[src/rtl/neokeon_pkg.sv]
// Noekeon shared definitions: round-constant schedule, step functions, FSM states.
// Decrypt support is enabled by defining NEOKEON_DECRYPT_EN.
package neokeon_pkg;

  localparam logic [7:0] NEOKEON_RC_INIT = 8'h80;

  typedef enum logic [1:0] {
    ST_IDLE,
    ST_ROUND,
    ST_FINAL,
    ST_DONE
  } state_e;

  function automatic logic [31:0] rotl32(input logic [31:0] x, input int unsigned n);
    return (x << n) | (x >> (32 - n));
  endfunction

  function automatic logic [31:0] theta_mix(input logic [31:0] x);
    return x ^ rotl32(x, 8) ^ rotl32(x, 24);
  endfunction

  // Word a[0] occupies bits 127:96, a[3] bits 31:0.
  function automatic logic [127:0] theta(input logic [127:0] s, input logic [127:0] k);
    logic [31:0] a0, a1, a2, a3, t;
    {a0, a1, a2, a3} = s;
    t  = theta_mix(a0 ^ a2);
    a1 = a1 ^ t;
    a3 = a3 ^ t;
    {a0, a1, a2, a3} = {a0, a1, a2, a3} ^ k;
    t  = theta_mix(a1 ^ a3);
    a0 = a0 ^ t;
    a2 = a2 ^ t;
    return {a0, a1, a2, a3};
  endfunction

  function automatic logic [127:0] gamma(input logic [127:0] s);
    logic [31:0] a0, a1, a2, a3, t;
    {a0, a1, a2, a3} = s;
    a1 = a1 ^ (~a3 & ~a2);
    a0 = a0 ^ (a2 & a1);
    t  = a3;
    a3 = a0;
    a0 = t;
    a2 = a2 ^ a0 ^ a1 ^ a3;
    a1 = a1 ^ (~a3 & ~a2);
    a0 = a0 ^ (a2 & a1);
    return {a0, a1, a2, a3};
  endfunction

  function automatic logic [127:0] pi1(input logic [127:0] s);
    return {s[127:96], rotl32(s[95:64], 1), rotl32(s[63:32], 5), rotl32(s[31:0], 2)};
  endfunction

  function automatic logic [127:0] pi2(input logic [127:0] s);
    return {s[127:96], rotl32(s[95:64], 31), rotl32(s[63:32], 27), rotl32(s[31:0], 30)};
  endfunction

  function automatic logic [7:0] rc_next(input logic [7:0] rc);
    return {rc[6:0], 1'b0} ^ (rc[7] ? 8'h1B : 8'h00);
  endfunction

  function automatic logic [7:0] rc_prev(input logic [7:0] rc);
    return rc[0] ? (((rc ^ 8'h1B) >> 1) | 8'h80) : (rc >> 1);
  endfunction

  function automatic logic [7:0] rc_at(input int unsigned n);
    logic [7:0] rc;
    rc = NEOKEON_RC_INIT;
    for (int unsigned i = 0; i < n; i++) rc = rc_next(rc);
    return rc;
  endfunction

endpackage

[src/rtl/neokeon_round_fn.sv]
// Combinational Noekeon round: constant add + Theta (order depends on mode),
// then Pi1/Gamma/Pi2 unless this is the closing half-round.
// Decrypt ordering only exists when NEOKEON_DECRYPT_EN is defined.
module neokeon_round_fn
  import neokeon_pkg::*;
(
  input  logic [127:0] state_i,
  input  logic [127:0] key_i,
  input  logic [7:0]   rc_i,
  input  logic         decrypt_i,
  input  logic         final_i,
  output logic [127:0] state_o
);

  logic [127:0] rc_word;
  logic [127:0] mixed;

  assign rc_word = {24'h0, rc_i, 96'h0};

`ifndef NEOKEON_DECRYPT_EN
  logic unused_decrypt;
  assign unused_decrypt = decrypt_i;
`endif

  // Linear half-round followed by the optional nonlinear layer.
  always_comb begin
`ifdef NEOKEON_DECRYPT_EN
    if (decrypt_i) mixed = theta(state_i, key_i) ^ rc_word;
    else           mixed = theta(state_i ^ rc_word, key_i);
`else
    mixed = theta(state_i ^ rc_word, key_i);
`endif
    state_o = final_i ? mixed : pi2(gamma(pi1(mixed)));
  end

endmodule

[src/rtl/neokeon_round_engine.sv]
// Iterative Noekeon direct-key engine, one round per clock, start/valid/ack handshake.
// Define NEOKEON_DECRYPT_EN to add the decrypt path; otherwise every block encrypts.
module neokeon_round_engine
  import neokeon_pkg::*;
#(
  parameter int unsigned ROUNDS = 16
) (
  input  logic         inClk,
  input  logic         inRstN,
  input  logic         inStart,
  input  logic         inDecrypt,
  input  logic [127:0] inDataState,
  input  logic [127:0] inKey,
  input  logic         inAck,
  output logic         outReady,
  output logic         outValid,
  output logic [127:0] outDataState
);

  localparam int unsigned CW = $clog2(ROUNDS + 1);
  localparam logic [CW-1:0] LAST = CW'(ROUNDS - 1);

  state_e         st_q;
  logic [127:0]   state_q, key_q, out_q;
  logic [7:0]     rc_q;
  logic           dec_q, valid_q, ready_q;
  logic [CW-1:0]  cnt_q;

  logic [127:0]   rnd_s, key_ld;
  logic [7:0]     rc_ld, rc_step;
  logic           dec_ld, load;

`ifdef NEOKEON_DECRYPT_EN
  localparam logic [7:0] RC_DEC_INIT = rc_at(ROUNDS);
`else
  logic unused_decrypt;
  assign unused_decrypt = inDecrypt;
`endif

  neokeon_round_fn u_round (
    .state_i   (state_q),
    .key_i     (key_q),
    .rc_i      (rc_q),
    .decrypt_i (dec_q),
    .final_i   (st_q == ST_FINAL),
    .state_o   (rnd_s)
  );

  // Load values and the per-round constant step for the selected mode.
  always_comb begin
    load = inStart && ((st_q == ST_IDLE) || ((st_q == ST_DONE) && inAck));
`ifdef NEOKEON_DECRYPT_EN
    dec_ld  = inDecrypt;
    key_ld  = inDecrypt ? theta(inKey, '0) : inKey;
    rc_ld   = inDecrypt ? RC_DEC_INIT : NEOKEON_RC_INIT;
    rc_step = dec_q ? rc_prev(rc_q) : rc_next(rc_q);
`else
    dec_ld  = 1'b0;
    key_ld  = inKey;
    rc_ld   = NEOKEON_RC_INIT;
    rc_step = rc_next(rc_q);
`endif
  end

  // Control FSM with registered handshake outputs; a load overrides the per-state
  // update so IDLE starts and DONE back-to-back starts share one path.
  always_ff @(posedge inClk or negedge inRstN) begin
    if (!inRstN) begin
      st_q    <= ST_IDLE;
      state_q <= '0;
      key_q   <= '0;
      rc_q    <= '0;
      dec_q   <= 1'b0;
      cnt_q   <= '0;
      out_q   <= '0;
      valid_q <= 1'b0;
      ready_q <= 1'b1;
    end else begin
      unique case (st_q)
        ST_IDLE: ;
        ST_ROUND: begin
          state_q <= rnd_s;
          rc_q    <= rc_step;
          if (cnt_q == LAST) st_q <= ST_FINAL;
          else               cnt_q <= cnt_q + CW'(1);
        end
        ST_FINAL: begin
          out_q   <= rnd_s;
          valid_q <= 1'b1;
          st_q    <= ST_DONE;
        end
        ST_DONE: begin
          if (inAck) begin
            valid_q <= 1'b0;
            ready_q <= 1'b1;
            st_q    <= ST_IDLE;
          end
        end
        default: st_q <= ST_IDLE;
      endcase
      if (load) begin
        state_q <= inDataState;
        key_q   <= key_ld;
        rc_q    <= rc_ld;
        dec_q   <= dec_ld;
        cnt_q   <= '0;
        ready_q <= 1'b0;
        st_q    <= ST_ROUND;
      end
    end
  end

  assign outReady     = ready_q;
  assign outValid     = valid_q;
  assign outDataState = out_q;

endmodule

[config.mk]
export PLATFORM = sky130hd
export DESIGN_NAME = neokeon_round_engine
export DESIGN_NICKNAME = d
export VERILOG_FILES = /design/src/rtl/neokeon_pkg.sv /design/src/rtl/neokeon_round_fn.sv /design/src/rtl/neokeon_round_engine.sv
export SDC_FILE = /design/constraint.sdc
export NUM_CORES = 1
export LEC_CHECK = 0
export CAP_MARGIN = 20
export CORE_MARGIN = 4
export CORE_UTILIZATION = 40
export CTS_CLUSTER_SIZE = 20
export DETAILED_ROUTE_END_ITERATION = 10
export PLACE_DENSITY = 0.73
export SKIP_CTS_REPAIR_TIMING = 1
export SYNTH_ARGS = -nofsm -noshare
export SYNTH_HDL_FRONTEND = slang
export SYNTH_SLANG_ARGS = --single-unit
[constraint.sdc]
create_clock -name inClk -period 4.5 [get_ports inClk]
set_input_delay 0.675 -clock inClk [delete_from_list [all_inputs] [get_ports inClk]]
set_output_delay 0.675 -clock inClk [all_outputs]
set_load 0.01 [all_outputs]
; After elaboration in Yosys (flattened, before gate mapping)
; Cells that the tools add are included.
[word_totals]
out_inout_bits = 130
elab_cells = 86
ff_bits = 401
in_bits = 261
[op_classes]
muxes = 18
bitwise_logic = 38
reduce_logical = 13
n_eq_ne = 8
n_addsub = 1
[ops]
columns = cell, n
row1 = $xor A32 B32 Y32, 17
row2 = $mux W128, 3
row3 = $and A32 B32 Y32, 4
row4 = $not A32 Y32, 4
row5 = $xor A128 B104 Y128, 1
row6 = $xor A128 B128 Y128, 1
row7 = $or A32 B24 Y32, 2
row8 = $or A32 B8 Y32, 2
row9 = $or A32 B1 Y32, 1
row10 = $or A32 B2 Y32, 1
row11 = $or A32 B27 Y32, 1
row12 = $or A32 B30 Y32, 1
row13 = $or A32 B31 Y32, 1
row14 = $or A32 B5 Y32, 1
row15 = $mux W5, 4
row16 = $mux W8, 2
row17 = $reduce_bool A2 Y1, 4
row18 = $xor A8 B5 Y8, 1
row19 = $mux W2, 3
row20 = $ne A3 B3 Y1 const B, 2
row21 = $pmux W2 S3, 1
row22 = $reduce_and A2 Y1, 3
row23 = $add A5 B1 Y5 const B, 1
row24 = $eq A5 B4 Y1 const B, 1
row25 = other kinds (10), 16

; Longest topological paths before layout
[logic_depth]
depth_word = 27
mapped_depth = 13
mapped_depth_nobuf = 13

; Hierarchy
; Synthesis repeated with hierarchy kept, for this count alone.
[hier_totals]
hier_cells = 2769
area_unflattened_um2 = 27224.9
[modules_own_cells]
columns = mod, cells_each, seq_area_each_um2, area_each_um2, instances
row1 = neokeon_round_engine, 1478, 10035.9, 16224.3, 1
row2 = neokeon_round_fn, 1291, 0.0, 11000.6, 1

; Worst setup path before layout
; Ideal clock, no wire load.
[synth_path]
path_type = reg2reg
from = register state_q[12]
to = register state_q[105]
path_stages_with_launch = 13
setup_ns = 0.138
t_arrival_ns = 3.124
period_less_slack_ns = 3.262
required_time_ns = 4.362
path_slack_ns = 1.238
path_buffers = 0
path_cell_list = dfrtp_1 xnor2_2 xor2_1 xor2_1 xnor3_1 ha_1 xor2_1 xnor2_1 xnor2_1 xnor2_1 nor2_1 xnor2_1 o22ai_1
[synth_via]
elab_chain_len = 22
word_cells_on_any_way = 25
cone_classes = mux: 3 / bitwise: 22
[synth_rtl]
columns = element, line_no
row1 = from (decl), neokeon_round_engine.sv:24  ; logic [127:0] state_q, key_q, out_q;
row2 = from (signal assigned), neokeon_round_engine.sv:82  ; state_q <= rnd_s;
row3 = from (signal assigned), neokeon_round_engine.sv:102  ; state_q <= inDataState;
row4 = $xor A128 B104 Y128 *, neokeon_round_fn.sv:31  ; mixed = theta(state_i ^ rc_word, key_i);
row5 = $xor A32 B32 Y32 *, neokeon_pkg.sv:28  ; a3 = a3 ^ t;
row6 = $xor A128 B128 Y128 *, neokeon_pkg.sv:29  ; {a0, a1, a2, a3} = {a0, a1, a2, a3} ^ k;
row7 = $xor A32 B32 Y32 *, neokeon_pkg.sv:30  ; t = theta_mix(a1 ^ a3);
row8 = $or A32 B24 Y32 *, neokeon_pkg.sv:15  ; return (x << n) | (x >> (32 - n));
row9 = $xor A32 B32 Y32 *, neokeon_pkg.sv:19  ; return x ^ rotl32(x, 8) ^ rotl32(x, 24);
row10 = $xor A32 B32 Y32 *, neokeon_pkg.sv:32  ; a2 = a2 ^ t;
row11 = $or A32 B5 Y32 *, neokeon_pkg.sv:15
row12 = [... 6 more ...], --
row13 = $not A32 Y32, neokeon_pkg.sv:45  ; a1 = a1 ^ (~a3 & ~a2);
row14 = $and A32 B32 Y32, neokeon_pkg.sv:45
row15 = $xor A32 B32 Y32, neokeon_pkg.sv:45
row16 = $and A32 B32 Y32 *, neokeon_pkg.sv:46  ; a0 = a0 ^ (a2 & a1);
row17 = $xor A32 B32 Y32 *, neokeon_pkg.sv:46
row18 = $mux W128 *, neokeon_round_fn.sv:33  ; state_o = final_i ? mixed : pi2(gamma(pi1(mixed)));
row19 = $mux W128 *, neokeon_round_engine.sv:79  ; unique case (st_q)
row20 = $mux W128 *, neokeon_round_engine.sv:101  ; if (load) begin
; Mark *: on every way between the ends. The rest lies on a longest branch, timed or not. The select of a mux whose other input is x is not followed.
; A chain may end at the register's enable or synchronous reset.

; Worst setup path after layout
[layout_path]
from = register state_q[86]
to = register state_q[99]
[layout_via]
elab_chain_len = 23
word_cells_on_any_way = 26
cone_classes = mux: 3 / bitwise: 23
[layout_rtl]
columns = element, line_no
row1 = $xor A128 B104 Y128 *, neokeon_round_fn.sv:31
row2 = $xor A32 B32 Y32 *, neokeon_pkg.sv:27  ; a1 = a1 ^ t;
row3 = $xor A128 B128 Y128 *, neokeon_pkg.sv:29
row4 = $xor A32 B32 Y32 *, neokeon_pkg.sv:30
row5 = $or A32 B8 Y32 *, neokeon_pkg.sv:15
row6 = $xor A32 B32 Y32 * (2 in series), neokeon_pkg.sv:19
row7 = $xor A32 B32 Y32 *, neokeon_pkg.sv:32
row8 = $or A32 B5 Y32 *, neokeon_pkg.sv:15
row9 = [... 6 more ...], --
row10 = $not A32 Y32, neokeon_pkg.sv:45
row11 = $and A32 B32 Y32, neokeon_pkg.sv:45
row12 = $xor A32 B32 Y32, neokeon_pkg.sv:45
row13 = $and A32 B32 Y32 *, neokeon_pkg.sv:46
row14 = $xor A32 B32 Y32 *, neokeon_pkg.sv:46
row15 = $mux W128 *, neokeon_round_fn.sv:33
row16 = $mux W128 *, neokeon_round_engine.sv:79
row17 = $mux W128 *, neokeon_round_engine.sv:101
; Marks and branches as above.

==> qor.txt <==
Largest net degree at the start of global routing = 144
Worst-Margin Slew = 1.055 ns
Die area = 68,330 sq um
Top cell family by delay on the critical path = XOR/XNOR gates
Post-layout instance area = 32,470 sq um
Routed Wire Length = 92.45 mm
Area grow syn2layout = 26.42%
Pre-CTS setup slack = 0.5104 ns
Total global routing track utilization = 0.2621
RR Startpoint = state_q[86]
DRT iter0 DRCs = 2,019
Tmin final = 3.968 ns
Period utilization = 0.8817
Post-synth EDFFs = 0
Critical path's slowest cell = xor3_1
Synth unique cells = 66
GPL Wtd Cong = 0.8766
CP cell instances = xor2_1 > xnor2_1 > xor3_1 > xnor2_1 > inv_1 > ha_1 > xor2_1 > xnor2_1 > and2_1 > o21ai_1 > xnor2_1 > o22ai_1
Via density = 5.430
Die Wd = 261.4 microns
Most frequent cells in the layout = 481 x nand2_1, 400 x dfrtp_1, 388 x clkdlybuf4s50_1
Clk_skew = 0.01823 ns
Reg-to-Reg End = state_q[99]
Critical path arrival = 4.42 ns
Fin nets = 3,396
Max-slew headroom = 0.2950
Fmax = 0.2520 GHz
Worst setup EP type = register
First-pass GRT wire length = 134.3 mm
Std cell rows = 92
#FFs+latches synth = 401
Cell area after synthesis = 25,690 sq um
Most used cell, CP = xnor2_1
Final Hold Vio Count = 0
First drt pass iteration count = 5
Startpoint Class = register
Antenna Nets Post-Route = 0
Layout cells sized above 1 = 0.08331
# fillers = 5,756
Worst min-delay path class = in -> async
Initial antenna violation count = 4
Clk_lat worst skew = 0.59 ns
Run status = finished, final reports clean
Main synth FF type = dfrtp_1
CTS tree = yes
WP data required = 4.95 ns
Vias post-DR = 21,630
Clock transition at the registers of the reported paths = 0.06 ns
H-tree levels = 2
Final Max Tran Viols = 0
CP Class = reg -> reg
Clock Path Buffers = 3
Initial Util = 0.4057
Worst setup margin = 0.5324 ns
Post-Layout Cell Count = 3,983
Vias in the first global route = 21,170
Async SR Flop Fraction = 1.000
Setup violators final = 0
I/O Pins = 391
Net Count, Synth = 3,013
R2R cell count = 12
Synth warn = 0
Max Cap Viol = 0
TritonCTS Buffers = 48
Core Region = 63,310 sq um
Setup slack, reg-to-reg = 0.53 ns
Final TNS setup = 0 ns
Seq/Total Area, Yosys = 0.3907
CP bufs+invs = 1
Avg Cell Area, Syn = 9.461 sq um
Leading cell type in the layout, fill and taps excluded = nand2_1
Die Ht = 261.4 microns
Area after DPL = 30,880 sq um
Routed WL per cell = 23.21 microns
DRC Markers = 0
Synth Instances = 2,715
Clock sinks = 401
Worst-path fanout max = 6
PortBufs = 389
Clock Tree Root = clkbuf_16
DP Wirelength = 67.81 mm
CP max stage delay = 0.76 ns
RSZ-0062 raised after global routing = false
Total gr overflow = 0
DP Cell Count = 3,894
## cell usage after synthesis, types with 39 or more instances
cell type	number	area, sq um
xor2_1	146	1279
mux2_2	40	450.4
xnor2_1	369	3232
clkbuf_1	126	473.0
a21oi_1	189	945.9
inv_1	55	206.5
nor2_1	224	840.8
dfrtp_1	400	10010
nor3_1	39	195.2
xnor3_1	43	968.4
nand2_1	482	1809
o21ai_0	102	510.5
## state kept, by name, indices dropped and copies added, names as in the netlist
signal / flops
outDataState: 128
outValid: 1
state_q: 128
st_q: 2
cnt_q: 5
rc_q: 8
outReady: 1
key_q: 128
## how the worst max path moves through the flow
| stage | cells past startpoint | end | startpoint | slack [ns] |
|---|---|---|---|---|
| after floorplan | 12 | state_q[105] | state_q[12] | 1.24 |
| after global placement | 12 | state_q[99] | state_q[86] | 0.63 |
| after detailed placement | 12 | state_q[99] | state_q[86] | 0.51 |
| after CTS | 12 | state_q[99] | state_q[86] | 0.48 |
| after global routing | 12 | state_q[99] | state_q[86] | 0.23 |
| final | 12 | state_q[99] | state_q[86] | 0.53 |
## metrics by stage
step	hold WS [ns]	utilization
after floorplan	0.3794	-
after global placement	0.4619	0.4878
after detailed placement	0.4664	0.4878
after CTS	0.1712	0.5127
after global routing	0.1909	0.5129
final	0.1354	0.5129
## cell type report
class | count | area [sq um] | area share
Antenna cell | 4 | 10.01 | 0.0003082
Clock buffer | 73 | 1436 | 0.04423
Clock inverter | 12 | 143.9 | 0.004431
Inverter | 58 | 219.0 | 0.006743
Multi-Input combinational cell | 2122 | 14970 | 0.4611
Sequential cell | 401 | 10040 | 0.3091
Tap cell | 846 | 1059 | 0.03260
Timing Repair Buffer | 467 | 4597 | 0.1416
## worst register-to-register path, cell delays in order, from the launching register on
cell and delay, ns:
dfrtp_1 0.40, xor2_1 0.19, xnor2_1 0.51, xor3_1 0.76
xnor2_1 0.52, inv_1 0.12, ha_1 0.34, xor2_1 0.18
xnor2_1 0.27, and2_1 0.17, o21ai_1 0.08, xnor2_1 0.19
o22ai_1 0.10
## logic make-up after synthesis
kind of cell | Yosys count | synth area share
mux | 61 | 0.02577
compound gates | 523 | 0.1253
xor+xnor | 633 | 0.2719
buf+inv | 192 | 0.02811
simple gates | 868 | 0.1402
fa+ha+maj | 37 | 0.01802
flops | 401 | 0.3907
## routing by layer
layer  track usage  routed length (microns)  vias to the layer above
met5             0                        0                        -
met4        0.1022                     3784                        0
met3       0.03655                     6604                      166
met1        0.3582                    39260                    10620
met2        0.4240                    42800                      918
li1              -                        -                     9924
Power is not shown: default switching activity piles up to over one toggle a cycle in this logic, so the estimate is an artifact.
